===== src/rtl/i2c_reg_write_arbiter.sv =====
// i2c_reg_write_arbiter: round-robin sharing of the target's local write port, with host-write detection and lockout
module i2c_reg_write_arbiter #(
  parameter int NUM_REQ = 4,
  parameter int HOLD_CYCLES = 16,
  localparam int GW = NUM_REQ > 1 ? $clog2(NUM_REQ) : 1,
  localparam int HW = HOLD_CYCLES > 0 ? $clog2(HOLD_CYCLES + 1) : 1
) (
  input  logic                 clk,
  input  logic                 rst,
  input  logic [8*NUM_REQ-1:0] req_data,
  input  logic [NUM_REQ-1:0]   req_valid,
  output logic [NUM_REQ-1:0]   req_ready,
  output logic [7:0]           reg_data_in,
  output logic                 reg_data_latch,
  input  logic [7:0]           reg_data_out,
  output logic                 host_wr_valid,
  output logic [7:0]           host_wr_data,
  output logic [GW-1:0]        grant_id,
  output logic                 busy
);
  typedef enum logic [1:0] {IDLE, LATCH, VERIFY, HOLD} state_t;
  state_t state_q, state_d;
  logic [7:0] exp_q, exp_d, prev_q, hd_q;
  logic [GW-1:0] gnt_q, gnt_d, rr_q, rr_d, pick, nxt;
  logic [HW-1:0] hold_q, hold_d;
  logic primed_q, hv_q, change, own_change, host_change;
  assign change = primed_q && (reg_data_out != prev_q);
  assign own_change = change && state_q == VERIFY && reg_data_out == exp_q;
  assign host_change = change && !own_change;
  // Scan downwards so the lowest offset from rr_q wins.
  always_comb begin
    pick = '0;
    for (int i = NUM_REQ - 1; i >= 0; i--)
      if (req_valid[(int'(rr_q) + i) % NUM_REQ]) pick = GW'((int'(rr_q) + i) % NUM_REQ);
    nxt = GW'((int'(pick) + 1) % NUM_REQ);
  end
  always_ff @(posedge clk or negedge rst)
    if (!rst) begin
      state_q <= IDLE;
      exp_q <= '0;
      gnt_q <= '0;
      rr_q <= '0;
      hold_q <= '0;
      prev_q <= '0;
      primed_q <= 1'b0;
      hv_q <= 1'b0;
      hd_q <= '0;
    end else begin
      state_q <= state_d;
      exp_q <= exp_d;
      gnt_q <= gnt_d;
      rr_q <= rr_d;
      hold_q <= hold_d;
      prev_q <= reg_data_out;
      primed_q <= 1'b1;
      hv_q <= host_change;
      hd_q <= host_change ? reg_data_out : hd_q;
    end
  always_comb begin
    state_d = state_q;
    exp_d = exp_q;
    gnt_d = gnt_q;
    rr_d = rr_q;
    hold_d = hold_q;
    if (host_change) begin
      state_d = HOLD_CYCLES == 0 ? IDLE : HOLD;
      hold_d = HW'(HOLD_CYCLES);
    end else begin
      case (state_q)
        IDLE: if (|req_valid) begin
          state_d = LATCH;
          exp_d = req_data[8*int'(pick) +: 8];
          gnt_d = pick;
          rr_d = nxt;
        end
        LATCH: state_d = VERIFY;
        VERIFY: state_d = IDLE;
        default: begin
          hold_d = hold_q - HW'(1);
          state_d = hold_q <= HW'(1) ? IDLE : HOLD;
        end
      endcase
    end
  end
  always_comb begin
    reg_data_latch = state_q == LATCH;
    req_ready = reg_data_latch ? NUM_REQ'(1) << gnt_q : '0;
    reg_data_in = exp_q;
    grant_id = gnt_q;
    busy = state_q != IDLE;
    host_wr_valid = hv_q;
    host_wr_data = hd_q;
  end
endmodule


===== config.mk =====
export PLATFORM = sky130hd
export DESIGN_NAME = i2c_reg_write_arbiter
export DESIGN_NICKNAME = d
export VERILOG_FILES = /design/src/rtl/i2c_reg_write_arbiter.sv
export SDC_FILE = /design/constraint.sdc
export NUM_CORES = 1
export LEC_CHECK = 0
export CORE_MARGIN = 1.5
export CORE_UTILIZATION = 45
export CTS_CLUSTER_SIZE = 30
export DETAILED_ROUTE_END_ITERATION = 12
export PLACE_DENSITY_LB_ADDON = 0.12
export SYNTH_ARGS = -nofsm -noshare
export SYNTH_HDL_FRONTEND = slang
export SYNTH_SLANG_ARGS = --single-unit

===== constraint.sdc =====
create_clock -name clk -period 2.5 [get_ports clk]
set_input_delay 0.5 -clock clk [delete_from_list [all_inputs] [get_ports clk]]
set_output_delay 0.5 -clock clk [all_outputs]
set_load 0.02 [all_outputs]

==> impl_metrics.env, run 1 <==
export IMPL_postCtsSetupBuffers=0
export IMPL_reg2reg_slack_ns=0.43
export IMPL_port_buffers=70
export IMPL_worstHoldPathType="primary input to asynchronous set/reset pin"
export IMPL_num_vias=1673
export IMPL_coreArea_mm2=0.00435
export IMPL_slowest_stage="or4_4"
export IMPL_status="complete, no violations"
export IMPL_seq_power_share=0.361
export IMPL_synth_cell_types=47
export IMPL_viasPerCell=5.31
export IMPL_ir_worst_vdd_mv=0.374
export IMPL_timing_fmax_ghz=0.415
export IMPL_maxCapViolations=0
export IMPL_grt_usage=0.200
export IMPL_diodes=0
export IMPL_ys_ff_latch=37
export IMPL_die_h_um=70.5
export IMPL_first_iter_violations=51
export IMPL_finalInstanceArea_mm2=0.00296
export IMPL_tritoncts="built"
export IMPL_drtAntennaViolNets=0
export IMPL_gr_total_overflow=0
export IMPL_synthCells=182
export IMPL_setup_slack_ns=0.0926
export IMPL_root_buffer="clkbuf_8"
export IMPL_initial_core_util=0.471
export IMPL_die_area_mm2=0.00497
export IMPL_p_int_mw=1.60
export IMPL_worstSetupStartpointType="primary input"
export IMPL_timing_final_crit_period_ns=2.41
export IMPL_post_place_ws_ns=-0.229
export IMPL_power_density_mw_per_mm2=878
export IMPL_period_share=0.963
export IMPL_gp_congestion=0.792
export IMPL_end_kind="flop"
export IMPL_worst_pin_slew_ns=0.799
export IMPL_critPathKind="primary input to flop"
export IMPL_worstPathCellList="clkdlybuf4s50_1, buf_4, xor2_1, nor4_4, a21boi_2, or4_4, mux2_4"
export IMPL_rr_startpoint="reg_data_in[7]"
export IMPL_async_reset_ff_frac=1.00
export IMPL_p_sw_frac=0.385
export IMPL_avgSynthCellArea_um2=11.3
export IMPL_grt_max_degree=38
export IMPL_max_stage_delay_ns=0.59
export IMPL_clock_latency_ns=0.29
export IMPL_final_hold_viol_count=0
export IMPL_clock_path_buffers=2
export IMPL_grt_pass1_vias=1697
export IMPL_crit_start="reg_data_out[7]"
export IMPL_slew_headroom=0.468
export IMPL_first_pass_iters=4
export IMPL_pwr_share_clk=0.159
export IMPL_place_area_mm2=0.00287
export IMPL_synth_edff_count=0
export IMPL_slew_viol_final=0
export IMPL_grt_pass1_wl_um=7790
export IMPL_dieWidth_um=70.5
export IMPL_synthToLayoutAreaGrowth_pct=44.3
export IMPL_wirelength_um=4580
export IMPL_r2r_cells=6
export IMPL_clock_sinks=37
export IMPL_p_total_mw=2.60
export IMPL_synth_nets=230
export IMPL_rows=24
export IMPL_drive_gt1_frac=0.160
export IMPL_hpwl_um=3620
export IMPL_finish_utilization=0.679
export IMPL_cp_required_ns=2.68
export IMPL_htreeDepth=2
export IMPL_layout_commonest_cell="clkdlybuf4s50_1"
export IMPL_place_inst=308
export IMPL_final_cells=315
export IMPL_p_leak_nw=1.18
export IMPL_syn_area_mm2=0.00205
export IMPL_clkTransAtPathRegs_ns=0.07
export IMPL_io_pins=71
export IMPL_drc=0
export IMPL_rsz0062_at_grt="no"
export IMPL_cts_buffers=5
export IMPL_hold_ws_ns=0.298
export IMPL_finalSetupTns_ns=0
export IMPL_worst_path_max_fanout=12
export IMPL_comb_power_share=0.480
export IMPL_fin_nets=311
export IMPL_wl_per_cell_um=14.5
export IMPL_setup_viol=0
export IMPL_synth_warnings=0
export IMPL_yosysSeqAreaShare=0.452
export IMPL_postCtsHoldBufs=0
export IMPL_antenna_found_initial=0
export IMPL_r2r_end="state_q[0]"
export IMPL_crit_arrival_ns=2.58
export IMPL_final_cell_mix="clkdlybuf4s50_1 (69), dfrtp_1 (37)"
export IMPL_ys_flop_type="dfrtp_1"
export IMPL_skew_ns=0.00405
export IMPL_p_switching_uw=999
export IMPL_cts_resized_gates=0
[per-layer routing]
layer,wire (µm),vias up,part of all wire,GRT usage
met5,0,-,0,0
met4,63,0,0.014,0.0641
met3,273,5,0.060,0.0620
met2,2160,55,0.47,0.330
met1,2080,769,0.46,0.250
li1,-,844,-,-
[state kept, by name (all words and copies together), names as in the netlist]
| register | cells |
|---|---|
| prev_q | 8 |
| state_q | 2 |
| primed_q | 1 |
| reg_data_in | 8 |
| host_wr_data | 8 |
| hold_q | 5 |
| grant_id | 2 |
| host_wr_valid | 1 |
| rr_q | 2 |
[Yosys cell counts (2+ instances only)]
cell / count / area share
a211oi_1: 16 / 0.059
a21boi_0: 16 / 0.059
a21oi_1: 2 / 0.0049
and2_1: 2 / 0.0061
buf_2: 3 / 0.0073
clkbuf_1: 6 / 0.011
dfrtp_1: 37 / 0.45
ha_1: 2 / 0.012
inv_1: 5 / 0.0092
mux2_2: 10 / 0.055
nand2_1: 2 / 0.0037
nand2b_1: 3 / 0.0092
nor2_1: 7 / 0.013
nor2b_1: 2 / 0.0061
nor3_1: 2 / 0.0049
nor4_1: 2 / 0.0061
nor4_4: 2 / 0.021
o31ai_1: 8 / 0.029
o41ai_1: 8 / 0.034
xnor2_1: 5 / 0.021
xor2_1: 16 / 0.068
[worst max path at each step]
stage,endpoint,slack (ns),depth (start not counted)
2_1_floorplan,grant_id[0],0.35,6
3_3_place_gp,state_q[0],-0.19,7
6_report,grant_id[0],0.09,7
5_1_grt,grant_id[0],0.007,7
4_1_cts,state_q[0],0.07,7
3_5_place_dp,state_q[0],-0.23,7
[critical path, delay by kind of cell]
kind / cells / cell delay [ns]
AOI/OAI and AO/OA: 1 / 0.10
xor gates and xnor gates: 1 / 0.16
buffers and inverters: 2 / 0.62
muxes: 1 / 0.33
and+or+nand+nor: 2 / 0.87
[power by group through the flow]
stage / logic [mW] / registers, mW / clock network, mW
after floorplan: 0.664 / 1.01 / 0
after global placement: 1.23 / 0.941 / 0
after detailed placement: 1.26 / 0.947 / 0
after CTS: 1.26 / 0.939 / 0.422
after global routing: 1.38 / 0.961 / 0.446
final: 1.25 / 0.938 / 0.412
[kinds of logic (layout without fill, tap and decap cells)]
kind of cell / Yosys count / count (layout) / synth area share
AO/OA/AOI/OAI: 62 / 62 / 0.237
XOR/XNOR: 21 / 21 / 0.0897
adder cells (fa/ha/maj): 2 / 2 / 0.0122
AND/OR/NAND/NOR: 30 / 30 / 0.102
flip-flops: 37 / 37 / 0.452
buffers and inverters: 17 / 98 / 0.0385
other: 1 / 1 / 0.00183
multiplexers: 12 / 12 / 0.0672
[area by class of cell]
cell class | instances | area (µm²)
fill | 354 | 1400
multi-input combinational | 128 | 1050
tap | 52 | 65.1
sequential | 37 | 926
timing repair buffer | 86 | 816
inverter | 5 | 18.8
clock buffer | 7 | 86.3
Power figures use the tool's default switching activity.
==> inputs of run 2 (changes only) <==
--- a/config.mk
+++ b/config.mk
@@ -6,10 +6,10 @@
 export NUM_CORES = 1
 export LEC_CHECK = 0
 export CORE_MARGIN = 1.5
-export CORE_UTILIZATION = 45
+export CORE_UTILIZATION = 49
 export CTS_CLUSTER_SIZE = 30
 export DETAILED_ROUTE_END_ITERATION = 12
-export PLACE_DENSITY_LB_ADDON = 0.12
+export PLACE_DENSITY = 0.86
 export SYNTH_ARGS = -nofsm -noshare
 export SYNTH_HDL_FRONTEND = slang
 export SYNTH_SLANG_ARGS = --single-unit
==> constraint.sdc (replaced) <==
create_clock -name clk -period 2.8 [get_ports clk]
set_input_delay 0.56 -clock clk [delete_from_list [all_inputs] [get_ports clk]]
set_output_delay 0.56 -clock clk [all_outputs]
set_load 0.02 [all_outputs]
==> impl_metrics.env, run 2 (synthesis results as in run 1) <==
export IMPL_status="complete, no violations"
export IMPL_cp_required_ns=2.98
export IMPL_timing_final_crit_period_ns=2.49
export IMPL_htreeDepth=2
export IMPL_multi_input_area_mm2=0.00104
export IMPL_setup_slack_ns=0.307
export IMPL_coreArea_mm2=0.00400
export IMPL_drtAntennaViolNets=0
export IMPL_crit_buf_inv=2
export IMPL_r2r_cells=6
export IMPL_grt_max_degree=38
export IMPL_cp_depth=7
export IMPL_clkTransAtPathRegs_ns=0.07
export IMPL_power_density_mw_per_mm2=792
export IMPL_grt_usage=0.219
export IMPL_rsz0062_at_grt="no"
export IMPL_viasPerCell=5.47
export IMPL_timing_fmax_ghz=0.401
export IMPL_cp_top_family="compound AO/OA/AOI/OAI gates"
export IMPL_max_stage_delay_ns=0.50
export IMPL_critPathKind="primary input to flop"
export IMPL_tritoncts="built"
export IMPL_worst_path_max_fanout=9
export IMPL_grt_pass1_wl_um=7340
export IMPL_drive_gt1_frac=0.140
export IMPL_worstSetupStartpointType="primary input"
export IMPL_register_area_um2=926
export IMPL_layout_commonest_cell="clkdlybuf4s50_1"
export IMPL_hpwl_um=3470
export IMPL_wl_per_cell_um=14.3
export IMPL_p_leak_nw=1.16
export IMPL_synthToLayoutAreaGrowth_pct=42.3
export IMPL_cts_resized_gates=0
export IMPL_grt_pass1_vias=1642
export IMPL_final_hold_viol_count=0
export IMPL_diodes=0
export IMPL_die_area_mm2=0.00458
export IMPL_worst_pin_slew_ns=0.764
export IMPL_first_pass_iters=4
export IMPL_dieWidth_um=67.7
export IMPL_clock_path_buffers=2
export IMPL_fin_nets=306
export IMPL_ir_worst_vdd_mv=0.377
export IMPL_slew_viol_final=0
export IMPL_clock_sinks=37
export IMPL_final_cell_mix="clkdlybuf4s50_1 (69), dfrtp_1 (37), xor2_1 (16), a21boi_0 (16), a211oi_1 (16)"
export IMPL_p_total_mw=2.31
export IMPL_slew_headroom=0.491
export IMPL_crit_arrival_ns=2.67
export IMPL_setup_viol=0
export IMPL_clock_latency_ns=0.29
export IMPL_period_share=0.890
export IMPL_finalSetupTns_ns=0
export IMPL_end_kind="flop"
export IMPL_postCtsSetupBuffers=0
export IMPL_port_buffers=70
export IMPL_io_pins=71
export IMPL_first_iter_violations=73
export IMPL_die_h_um=67.7
export IMPL_post_place_ws_ns=0.00831
export IMPL_drc=0
export IMPL_rows=23
export IMPL_postCtsHoldBufs=0
export IMPL_initial_core_util=0.512
export IMPL_place_area_mm2=0.00283
export IMPL_root_buffer="clkbuf_8"
export IMPL_gr_total_overflow=0
export IMPL_gp_congestion=0.800
export IMPL_cts_buffers=5
export IMPL_finalInstanceArea_mm2=0.00292
export IMPL_wirelength_um=4400
export IMPL_antenna_found_initial=0
export IMPL_skew_ns=0.00625
export IMPL_worstHoldPathType="primary input to asynchronous set/reset pin"
export IMPL_fillers=303
export IMPL_num_vias=1684
export IMPL_slowest_stage="o41a_1"
export IMPL_worstPathCellList="clkdlybuf4s50_1, xor2_1, nor4_1, nand4b_1, o41a_1, buf_4, a311o_1"
export IMPL_maxCapViolations=0
## run 2: changes by cell type in the layout (fill, tap and decap cells not counted), sizes merged
cell	change
buf	-5
## run 2: final cells by class
class                           count  area share
Multi-Input combinational cell    128       0.358
Sequential cell                    37       0.317
Timing Repair Buffer               81       0.267
Clock buffer                        7      0.0296
Tap cell                           50      0.0215
Inverter                            5     0.00644
## run 2: per-layer routing
layer	routed length, µm	track usage	vias to the layer above
met5	0	0	-
met4	102	0.117	0
met3	234	0.0583	9
met2	2130	0.358	58
met1	1930	0.263	785
li1	-	-	832
## run 2: through the flow
| stage | utilization | hold slack (ns) | std cells |
|---|---|---|---|
| final | 0.729 | 0.342 | 308 |
| after global placement | 0.708 | 0.489 | 301 |
| after floorplan | - | 0.264 | 182 |
| after global routing | 0.729 | 0.396 | 308 |
| after detailed placement | 0.708 | 0.494 | 301 |
| after CTS | 0.729 | 0.370 | 308 |
## run 2: power by group
part | internal, mW | leakage (nW) | switching (mW)
Clock | 0.195 | 0.0443 | 0.174
Combinational | 0.545 | 0.681 | 0.563
Sequential | 0.680 | 0.431 | 0.152
## run 2: final timing paths
path                                      start               to  slack (ns)
worst max register to register   reg_data_in[7]       state_q[0]        0.69
worst min-delay path                        rst   reg_data_in[6]        0.34
min in group clk                host_wr_data[5]  host_wr_data[5]        0.51
worst min register to register  host_wr_data[5]  host_wr_data[5]        0.51
worst max-delay path            reg_data_out[7]       state_q[0]        0.31
max in group asynchronous                   rst        hold_q[0]        1.97
==> inputs of run 3 (changes only) <==
--- a/config.mk
+++ b/config.mk
@@ -5,11 +5,11 @@
 export SDC_FILE = /design/constraint.sdc
 export NUM_CORES = 1
 export LEC_CHECK = 0
-export CORE_MARGIN = 1.5
+export CORE_MARGIN = 4
 export CORE_UTILIZATION = 49
 export CTS_CLUSTER_SIZE = 30
 export DETAILED_ROUTE_END_ITERATION = 12
-export PLACE_DENSITY = 0.86
+export PLACE_DENSITY = 0.83
 export SYNTH_ARGS = -nofsm -noshare
 export SYNTH_HDL_FRONTEND = slang
 export SYNTH_SLANG_ARGS = --single-unit
==> impl_metrics.env, run 3 (synthesis results as in run 1) <==
export IMPL_finalSetupTns_ns=0
export IMPL_rsz0062_at_grt="no"
export IMPL_final_cell_mix="clkdlybuf4s50_1 (69), dfrtp_1 (37), xor2_1 (16), a21boi_0 (16), a211oi_1 (16)"
export IMPL_fin_nets=309
export IMPL_setup_viol=0
export IMPL_viasPerCell=5.47
export IMPL_io_pins=71
export IMPL_die_area_mm2=0.00528
export IMPL_first_iter_violations=71
export IMPL_p_total_mw=2.29
export IMPL_register_area_um2=926
export IMPL_tritoncts="built"
export IMPL_cts_buffers=5
export IMPL_num_vias=1706
export IMPL_drc=0
export IMPL_clock_latency_ns=0.28
export IMPL_coreArea_mm2=0.00403
export IMPL_clock_sinks=37
export IMPL_first_pass_iters=4
export IMPL_drtAntennaViolNets=0
export IMPL_postCtsHoldBufs=0
export IMPL_port_buffers=70
export IMPL_die_h_um=72.7
export IMPL_antenna_found_initial=0
export IMPL_root_buffer="clkbuf_8"
export IMPL_worstHoldPathType="primary input to asynchronous set/reset pin"
export IMPL_period_share=0.869
export IMPL_initial_core_util=0.509
export IMPL_htreeDepth=2
export IMPL_clock_path_buffers=2
export IMPL_power_density_mw_per_mm2=782
export IMPL_maxCapViolations=0
export IMPL_layout_commonest_cell="clkdlybuf4s50_1"
export IMPL_gr_total_overflow=0
export IMPL_status="complete, no violations"
export IMPL_cts_resized_gates=0
export IMPL_dieWidth_um=72.7
export IMPL_worst_pin_slew_ns=0.797
export IMPL_rows=23
export IMPL_grt_usage=0.201
export IMPL_postCtsSetupBuffers=0
export IMPL_ir_worst_vdd_mv=0.391
export IMPL_crit_arrival_ns=2.60
export IMPL_drive_gt1_frac=0.145
export IMPL_clkTransAtPathRegs_ns=0.06
export IMPL_fillers=296
export IMPL_p_leak_nw=1.17
export IMPL_grt_max_degree=38
export IMPL_gp_congestion=0.798
export IMPL_skew_ns=0.00209
export IMPL_slew_headroom=0.469
export IMPL_final_hold_viol_count=0
export IMPL_wirelength_um=4890
export IMPL_end_kind="flop"
export IMPL_slew_viol_final=0
export IMPL_worst_path_max_fanout=12
export IMPL_synthToLayoutAreaGrowth_pct=43.1
export IMPL_grt_pass1_vias=1752
export IMPL_multi_input_area_mm2=0.00104
export IMPL_wl_per_cell_um=15.7
export IMPL_timing_final_crit_period_ns=2.43
export IMPL_critPathKind="primary input to flop"
export IMPL_cp_required_ns=2.97
export IMPL_timing_fmax_ghz=0.411
export IMPL_worstSetupStartpointType="primary input"
export IMPL_grt_pass1_wl_um=8200
export IMPL_hpwl_um=3910
export IMPL_diodes=0
## run 3: changes by cell type in the layout (fill, tap and decap cells not counted), sizes merged
| cell | delta |
|---|---|
| buf | +3 |
| clkbuf | +1 |
## run 3: cell type report
cell class | instances | share of cell area
Clock buffer | 8 | 0.0273
Timing Repair Buffer | 84 | 0.273
Sequential cell | 37 | 0.316
Multi-Input combinational cell | 128 | 0.356
Tap cell | 50 | 0.0213
Inverter | 5 | 0.00640
## run 3: final timing paths
| check | start | end | slack (ns) | depth (start not counted) |
|---|---|---|---|---|
| worst max-delay path | reg_data_out[7] | grant_id[0] | 0.37 | 6 |
| worst min-delay path | rst | prev_q[0] | 0.36 | 1 |
| worst max register to register | prev_q[7] | grant_id[0] | 0.78 | 5 |
| worst min register to register | host_wr_data[7] | host_wr_data[7] | 0.52 | 1 |
| max in group asynchronous | rst | reg_data_in[5] | 1.93 | 1 |
| min in group clk | host_wr_data[7] | host_wr_data[7] | 0.52 | 1 |
## run 3: routing by layer
metal,up-vias,share of wire,GRT usage
met4,0,0.015,0.0615
met1,796,0.42,0.240
li1,837,-,-
met2,65,0.50,0.349
met3,8,0.070,0.0592
met5,-,0,0
## run 3: report_power, final
group / internal [mW] / switching [mW] / total (mW)
clock: 0.176 / 0.167 / 0.343
combinational: 0.549 / 0.570 / 1.12
sequential: 0.680 / 0.151 / 0.831
total: 1.41 / 0.888 / 2.29
## run 3: worst max-delay path: stages
cell             delay [ns]
clkdlybuf4s50_1        0.48
xor2_1                 0.21
nor4_4                 0.31
a21boi_2               0.11
or4_4                  0.59
mux2_4                 0.33
## run 3: per-stage QoR
stage               area (µm²)  hold WS, ns  std cells  worst slack (ns)  utilization
floorplan                 2050        0.264        182             0.592            -
detailed placement        2850        0.510        304            0.0736        0.708
finish                    2930        0.356        312             0.367        0.728
global placement          2850        0.490        304             0.139        0.708
global route              2930        0.418        312             0.258        0.728
CTS                       2930        0.382        312             0.345        0.728
